**src/rtl/mem_arbiter.sv**
```systemverilog
// Round-robin arbiter giving the IFU and the LSU exclusive, per-transaction ownership
// of one memory port, with a watchdog that reclaims a grant whose mem_finish never comes.
module mem_arbiter #(
  parameter int ADDR_W  = 32,
  parameter int DATA_W  = 32,
  parameter int TIMEOUT = 255
) (
  input  logic              clk,
  input  logic              rst_n,
  input  logic              ifu_arvalid,
  output logic              ifu_arready,
  input  logic [ADDR_W-1:0] ifu_araddr,
  output logic [DATA_W-1:0] ifu_rdata,
  output logic              ifu_memfinish,
  input  logic              lsu_arvalid,
  output logic              lsu_arready,
  input  logic              lsu_awvalid,
  output logic              lsu_awready,
  input  logic [ADDR_W-1:0] lsu_addr,
  input  logic [DATA_W-1:0] lsu_wdata,
  input  logic [2:0]        lsu_memop,
  output logic [DATA_W-1:0] lsu_rdata,
  output logic              lsu_memfinish,
  output logic              mem_arvalid,
  input  logic              mem_arready,
  output logic              mem_awvalid,
  input  logic              mem_awready,
  output logic [ADDR_W-1:0] mem_addr,
  output logic [DATA_W-1:0] mem_wdata,
  output logic [2:0]        mem_memop,
  input  logic [DATA_W-1:0] mem_rdata,
  input  logic              mem_finish,
  output logic              bus_err
);

  localparam bit              WD_EN   = (TIMEOUT > 0);
  localparam int              WD_W    = WD_EN ? $clog2(TIMEOUT + 1) : 1;
  localparam logic [WD_W-1:0] WD_LAST = WD_EN ? WD_W'(TIMEOUT - 1) : '0;
  localparam logic [WD_W-1:0] WD_MAX  = '1;
  localparam logic [2:0]      IFU_MEMOP = 3'b010;

  typedef enum logic [1:0] {
    S_IDLE    = 2'd0,
    S_OWN_IFU = 2'd1,
    S_OWN_LSU = 2'd2
  } state_t;

  state_t          r_state;
  logic            r_last_grant;
  logic [WD_W-1:0] r_wd_cnt;
  logic            r_bus_err;

  logic w_ifu_req;
  logic w_lsu_req;
  logic w_owned;
  logic w_wd_expire;

  assign w_ifu_req   = ifu_arvalid;
  assign w_lsu_req   = lsu_arvalid | lsu_awvalid;
  assign w_owned     = (r_state == S_OWN_IFU) || (r_state == S_OWN_LSU);
  assign w_wd_expire = WD_EN && w_owned && !mem_finish && (r_wd_cnt == WD_LAST);

  // last_grant resets to LSU so the IFU wins the very first tie
  always_ff @(posedge clk) begin
    if (!rst_n) begin
      r_state      <= S_IDLE;
      r_last_grant <= 1'b1;
      r_wd_cnt     <= '0;
      r_bus_err    <= 1'b0;
    end else begin
      r_bus_err <= 1'b0;
      case (r_state)
        S_IDLE: begin
          r_wd_cnt <= '0;
          if (w_ifu_req && (!w_lsu_req || r_last_grant))
            r_state <= S_OWN_IFU;
          else if (w_lsu_req)
            r_state <= S_OWN_LSU;
        end
        S_OWN_IFU, S_OWN_LSU: begin
          if (mem_finish || w_wd_expire) begin
            r_bus_err    <= !mem_finish;
            r_state      <= S_IDLE;
            r_last_grant <= (r_state == S_OWN_LSU);
            r_wd_cnt     <= '0;
          end else if (r_wd_cnt != WD_MAX) begin
            r_wd_cnt <= r_wd_cnt + 1'b1;
          end
        end
        default: r_state <= S_IDLE;
      endcase
    end
  end

  // Request/handshake routing follows the registered owner; non-owners see zeros
  always_comb begin
    mem_arvalid   = 1'b0;
    mem_awvalid   = 1'b0;
    mem_addr      = '0;
    mem_wdata     = '0;
    mem_memop     = 3'b000;
    ifu_arready   = 1'b0;
    ifu_memfinish = 1'b0;
    lsu_arready   = 1'b0;
    lsu_awready   = 1'b0;
    lsu_memfinish = 1'b0;
    case (r_state)
      S_OWN_IFU: begin
        mem_arvalid   = ifu_arvalid;
        mem_addr      = ifu_araddr;
        mem_memop     = IFU_MEMOP;
        ifu_arready   = mem_arready;
        ifu_memfinish = mem_finish;
      end
      S_OWN_LSU: begin
        mem_arvalid   = lsu_arvalid;
        mem_awvalid   = lsu_awvalid;
        mem_addr      = lsu_addr;
        mem_wdata     = lsu_wdata;
        mem_memop     = lsu_memop;
        lsu_arready   = mem_arready;
        lsu_awready   = mem_awready;
        lsu_memfinish = mem_finish;
      end
      default: ;
    endcase
  end

  assign ifu_rdata = mem_rdata;
  assign lsu_rdata = mem_rdata;
  assign bus_err   = r_bus_err;

endmodule

```
**config.mk**
```make
export PLATFORM = sky130hd
export DESIGN_NAME = mem_arbiter
export DESIGN_NICKNAME = d
export VERILOG_FILES = /design/src/rtl/mem_arbiter.sv
export SDC_FILE = /design/constraint.sdc
export NUM_CORES = 1
export LEC_CHECK = 0
export ABC_CLOCK_PERIOD_IN_PS = 3800
export CORE_AREA = 2 2 109 111
export DETAILED_ROUTE_END_ITERATION = 10
export DIE_AREA = 0 0 111 113
export MAX_ROUTING_LAYER = met4
export PLACE_DENSITY = 0.63
export SLEW_MARGIN = 20
export SYNTH_ARGS = -nofsm -noshare
export SYNTH_HDL_FRONTEND = slang
export SYNTH_SLANG_ARGS = --single-unit
```
**constraint.sdc**
```tcl
create_clock -name clk -period 3.8 [get_ports clk]
set_clock_uncertainty 0.05 [all_clocks]
set_input_delay 0.76 -clock clk [delete_from_list [all_inputs] [get_ports clk]]
set_output_delay 0.76 -clock clk [all_outputs]
set_load 0.01 [all_outputs]
```
-- Word-level counts from Yosys, hierarchy flattened
Index checks and enable logic that the tools add are counted.
Widths: inputs -> output; s select.
- reductions and logical operators: 15
- bitwise logic cells: 1
- $add $sub $neg: 1
- multiplexer cells: 17
- equality and inequality tests: 7
- operators with widths (cell ; number):
    $pmux 32 s2 ; 1
    $mux 32 ; 1
    $mux 8 ; 2
    $pmux 8 s2 ; 1
    $add 8x1->8 const B ; 1
    $eq 8x8->1 const B ; 1
    $ne 8x8->1 const B ; 1
    $mux 1 ; 6
    $mux 2 ; 3
    $ne 3x3->1 const B ; 2
    $pmux 3 s2 ; 1
    $reduce_and 2->1 ; 3
    $pmux 2 s2 ; 1
    $logic_and 1x1->1 ; 3
    $logic_or 1x1->1 ; 3
    $reduce_and 3->1 ; 1
    $eq 2x1->1 const B ; 1
    $eq 2x2->1 const B ; 1
    $logic_not 1->1 ; 2
    $logic_not 2->1 ; 1
    $ne 2x2->1 const B ; 1
    $pmux 1 s2 ; 1
    $reduce_bool 2->1 ; 1
    $reduce_or 2->1 ; 1
    $or 1x1->1 ; 1
- input port bits: 139
- flip-flop bits (word level): 12
- logic and storage cells: 45
- output and inout port bits: 139

-- Depth between registers and ports, before layout
- depth after elaboration: 7
- mapped depth: 6
- gate-level depth less buffers: 6

-- Least setup slack after synthesis
OpenSTA, ideal clock, no wires.
- path kind: register to output
- start point: register r_state[0]
- end point: output port mem_addr[0]
- stages on the path, launching flop included: 7
- setup slack: 1.642 ns
- data arrival time: 1.348 ns
- data required time: 2.990 ns
- buffers on the path: 2
- cell sequence: dfxtp_1 -> inv_1 -> ha_1 -> clkbuf_1 -> buf_1 -> a22oi_1 -> nor2_1
- word-level cells in the longest chain between the ends: 2
- elaborated cells on any way between the ends: 3
- those cells by class: 2 x eq/ne; 1 x mux
- ends and longest elaborated chain (element ; RTL line ; RTL):
    start: declaration ; 48 ; state_t r_state;
    start signal: assignment ; 66 ; r_state <= S_IDLE;
    start signal: assignment ; 76 ; r_state <= S_OWN_IFU;
    start signal: assignment ; 78 ; r_state <= S_OWN_LSU;
    $eq 2x2->1 / $eq 2x1->1 (equally long branches) ; 107 ; case (r_state)
    $pmux 32 s2 (*) ; 107 ;
    end: declaration ; 28 ; output logic [ADDR_W-1:0] mem_addr,
Mark *: on every way between the ends. The rest lies on a longest branch, timed or not.

-- Worst setup path after layout
- start point: register r_state[0]
- end point: output port mem_addr[10]
Same word-level chain as after synthesis.

==> metrics.md <==
| Metric | Value |
|---|---|
| Average cell area after synthesis | `7.14 sq um` |
| First element of the critical path | `r_state[0]` |
| Max Clock Freq | `319 MHz` |
| Starting utilization of the core area | `17.0%` |
| Worst setup slack after layout | `0.661 ns` |
| Worst reg2reg setup slack | `1.80 ns` |
| Async set-or-reset flop fraction in the synthesized netlist | `0%` |
| Synth-to-layout area growth | `80.8%` |
| Depth of the CTS H-tree | `1` |
| Clock slew at reported path FFs | `0.05 ns` |
| First-pass GRT wire length | `11700 um` |
| CTS Root Buffer Type | `sky130_fd_sc_hd__clkbuf_16` |
| Reported max-cap violation count | `0` |
| Grt ovf | `0` |
| Static Leak | `1.23 nW` |
| Chip width | `111 um` |
| Sum Neg Setup Slack | `0 ns` |
| Final Net Count | `520` |
| Post-route standard cell area excluding fillers | `0.00347 sq mm` |
| Clock net sink count | `12` |
| Number of design-rule violations left by the first detailed-router iteration | `150` |
| Pin count of the biggest net entering global routing | `38` |
| Total of flip-flops plus latches after synthesis | `12` |
| Least-Margin Pin Slew | `0.660 ns` |
| Number of antenna cells inserted | `0` |
| Data arrival time of the critical path | `2.33 ns` |
| Overall fraction of global-route tracks in use | `11.6%` |
| Antenna-violating nets left | `0` |
| Antenna violations before repair | `0` |
| CP required | `2.99 ns` |
| Number of global-route vias before repair | `2213` |
| Top flip-flop cell by instance count after synthesis | `sky130_fd_sc_hd__dfxtp_1` |
| Rows | `39` |
| Count of endpoints failing setup in the final report | `0` |
| Sequential element share of the synthesized area | `12.5%` |
| Final worst path period share | `82.6%` |
| Setup repair after global routing missed its margin | `false` |
| Total nets after synthesis | `413` |
| Worst Setup Path Type | `register to output port` |
| Max Transition Viols Final | `0` |
| Number of enable flip-flop cells after synthesis | `0` |
| Syn Std Cell Area | `0.00192 sq mm` |
| Kind of launch point of the worst setup path | `register` |
| Worst r2r src | `r_state[0]` |
| Final critical path time including I/O delays and setup | `3.14 ns` |
| P per Cell Area | `274 mW/mm^2` |
| Maximum fanout encountered on the critical timing path | `33` |
| Total of cells resized after clock tree synthesis | `0` |
| Count of port buffers added during placement | `181` |
| Number of CTS-inserted buffers | `3` |
| Final RePlAce weighted congestion | `0.788` |
| Worst min path class | `register to register` |
| Post-cts hold buffer count | `0` |
| Placed standard-cell area | `0.00339 sq mm` |
| Number of vias after detailed routing | `2191` |
| Height of the die | `113 um` |
| Critical Path End | `mem_addr[10]` |
| Synth Instances | `269` |
| Core Area | `0.0113 sq mm` |
| TritonCTS clock tree | `built` |
| Pre-CTS WS | `0.872 ns` |
| Distinct cells, synth | `40` |
| Deepest clock path buffer count | `2` |
| Latest clock arrival within the worst-skew pair | `0.24 ns` |
| Status | `complete, no violations` |
| Fraction of final layout cells sized beyond drive strength 1 | `4.27%` |
| Buffer count from post-CTS setup fixing | `0` |
| Type of destination of the critical path | `output port` |
| HPWL after detailed placement | `6060 um` |
| Count of warnings emitted by yosys | `0` |
| Vias per cell | `4.23` |
| Initial DRT Pass Iterations | `4` |
| Depth of the worst register-to-register path | `6` |
| Headroom to the max-slew limit | `56.0%` |
| Drt total wl | `7560 um` |
| Count of endpoints failing hold in the final timing report | `0` |
| Worst R2R End | `r_state[1]` |
| Remaining design rule violation count | `0` |
| Die area | `0.0125 sq mm` |
| Routed wirelength normalized by instance count | `14.6 um` |
| Number of placed I/O pins | `278` |
| Max IR drop VDD | `0.233 mV` |
cells in the final DEF, fill, tap and decap left out, types with 2 or more instances in the layout:
cell                              count
sky130_fd_sc_hd__o21ai_1              3
sky130_fd_sc_hd__nor2_1              40
sky130_fd_sc_hd__a21oi_1              4
sky130_fd_sc_hd__clkbuf_16            3
sky130_fd_sc_hd__clkdlybuf4s50_1    181
sky130_fd_sc_hd__nand2_1              7
sky130_fd_sc_hd__a31oi_1              3
sky130_fd_sc_hd__inv_1                5
sky130_fd_sc_hd__nand4_1              2
sky130_fd_sc_hd__and2_1              41
sky130_fd_sc_hd__ha_1                 4
sky130_fd_sc_hd__nand3_1              5
sky130_fd_sc_hd__a221o_1              3
sky130_fd_sc_hd__a22oi_1             33
sky130_fd_sc_hd__buf_4                2
sky130_fd_sc_hd__and3_1               3
sky130_fd_sc_hd__dfxtp_1             12
where the power goes:
| group | switching (mW) | leakage (nW) | internal [mW] | total, mW |
|---|---|---|---|---|
| Combinational | 0.270 | 1.08 | 0.325 | 0.595 |
| Clock | 0.0579 | 0.0442 | 0.159 | 0.217 |
| Sequential | 0.00573 | 0.0973 | 0.134 | 0.140 |
| Total | 0.333 | 1.23 | 0.618 | 0.952 |
worst min path at each step:
stage	startpoint	to	slack [ns]	depth (start not counted)
2_1_floorplan	r_last_grant	r_last_grant	0.40	2
3_3_place_gp	r_state[0]	r_state[0]	0.43	2
3_5_place_dp	r_state[0]	r_state[0]	0.45	2
4_1_cts	r_state[0]	r_state[0]	0.46	2
5_1_grt	r_state[0]	r_state[0]	0.48	2
6_report	r_wd_cnt[2]	r_wd_cnt[2]	0.45	1
cell usage after synthesis (4+ instances only):
library cell / number / share of area [%]
sky130_fd_sc_hd__nor2_1: 40 / 7.8
sky130_fd_sc_hd__and2_1: 41 / 13
sky130_fd_sc_hd__buf_1: 5 / 0.98
sky130_fd_sc_hd__ha_1: 5 / 3.3
sky130_fd_sc_hd__dfxtp_1: 12 / 12
sky130_fd_sc_hd__inv_1: 5 / 0.98
sky130_fd_sc_hd__nand2_1: 7 / 1.4
sky130_fd_sc_hd__buf_4: 64 / 25
sky130_fd_sc_hd__a21oi_1: 4 / 1.0
sky130_fd_sc_hd__clkbuf_1: 10 / 2.0
sky130_fd_sc_hd__a22oi_1: 33 / 13
sky130_fd_sc_hd__nand3_1: 5 / 1.3
flip-flops by register name, summed over array words and instances (netlist names):
register	count
r_wd_cnt	8
r_state	2
bus_err	1
r_last_grant	1
worst max-delay path: stages (launching register included):
cell and delay [ns]:
sky130_fd_sc_hd__dfxtp_1 0.32, sky130_fd_sc_hd__inv_1 0.09, sky130_fd_sc_hd__ha_2 0.48, sky130_fd_sc_hd__buf_4 0.37, sky130_fd_sc_hd__a22oi_1 0.14, sky130_fd_sc_hd__nor2_1 0.13, sky130_fd_sc_hd__clkdlybuf4s50_1 0.56
routing by layer:
layer	vias up	wire length, um	share of wire [%]	track usage [%]
met5	-	0	0	-
met3	11	585	7.7	2.62
met2	114	3940	52	21.7
met1	998	2980	39	12.8
met4	0	58	0.77	1.92
li1	1068	-	-	-
final cells by class:
type	instances	area, sq um
clock buffer	4	88.8
fill	1184	7800
inverter	6	22.5
multi-input combinational	169	1100
sequential	12	240
tap	143	179
timing repair buffer	184	1850
stage by stage:
step | power [mW] | instances | hold slack [ns] | utilization (%)
after global placement | 0.734 | 514 | 0.429 | 30.0
after detailed placement | 0.746 | 514 | 0.448 | 30.0
after floorplan | 0.482 | 269 | 0.401 | -
after CTS | 0.968 | 518 | 0.456 | 30.8
final | 0.952 | 518 | 0.454 | 30.8
after global routing | 1.02 | 518 | 0.483 | 30.8
logic make-up (layout without fill, tap and decap cells):
| kind of cell | after synthesis | count (layout) | share of synthesized area (%) |
|---|---|---|---|
| flip-flops | 12 | 12 | 12.5 |
| buffers and inverters | 88 | 194 | 30.5 |
| multiplexers | 3 | 3 | 1.89 |
| AO/OA/AOI/OAI | 54 | 54 | 22.3 |
| AND/OR/NAND/NOR | 107 | 107 | 29.5 |
| adder cells (fa/ha/maj) | 5 | 5 | 3.26 |
Note: power is estimated with default switching activity, not from simulation.
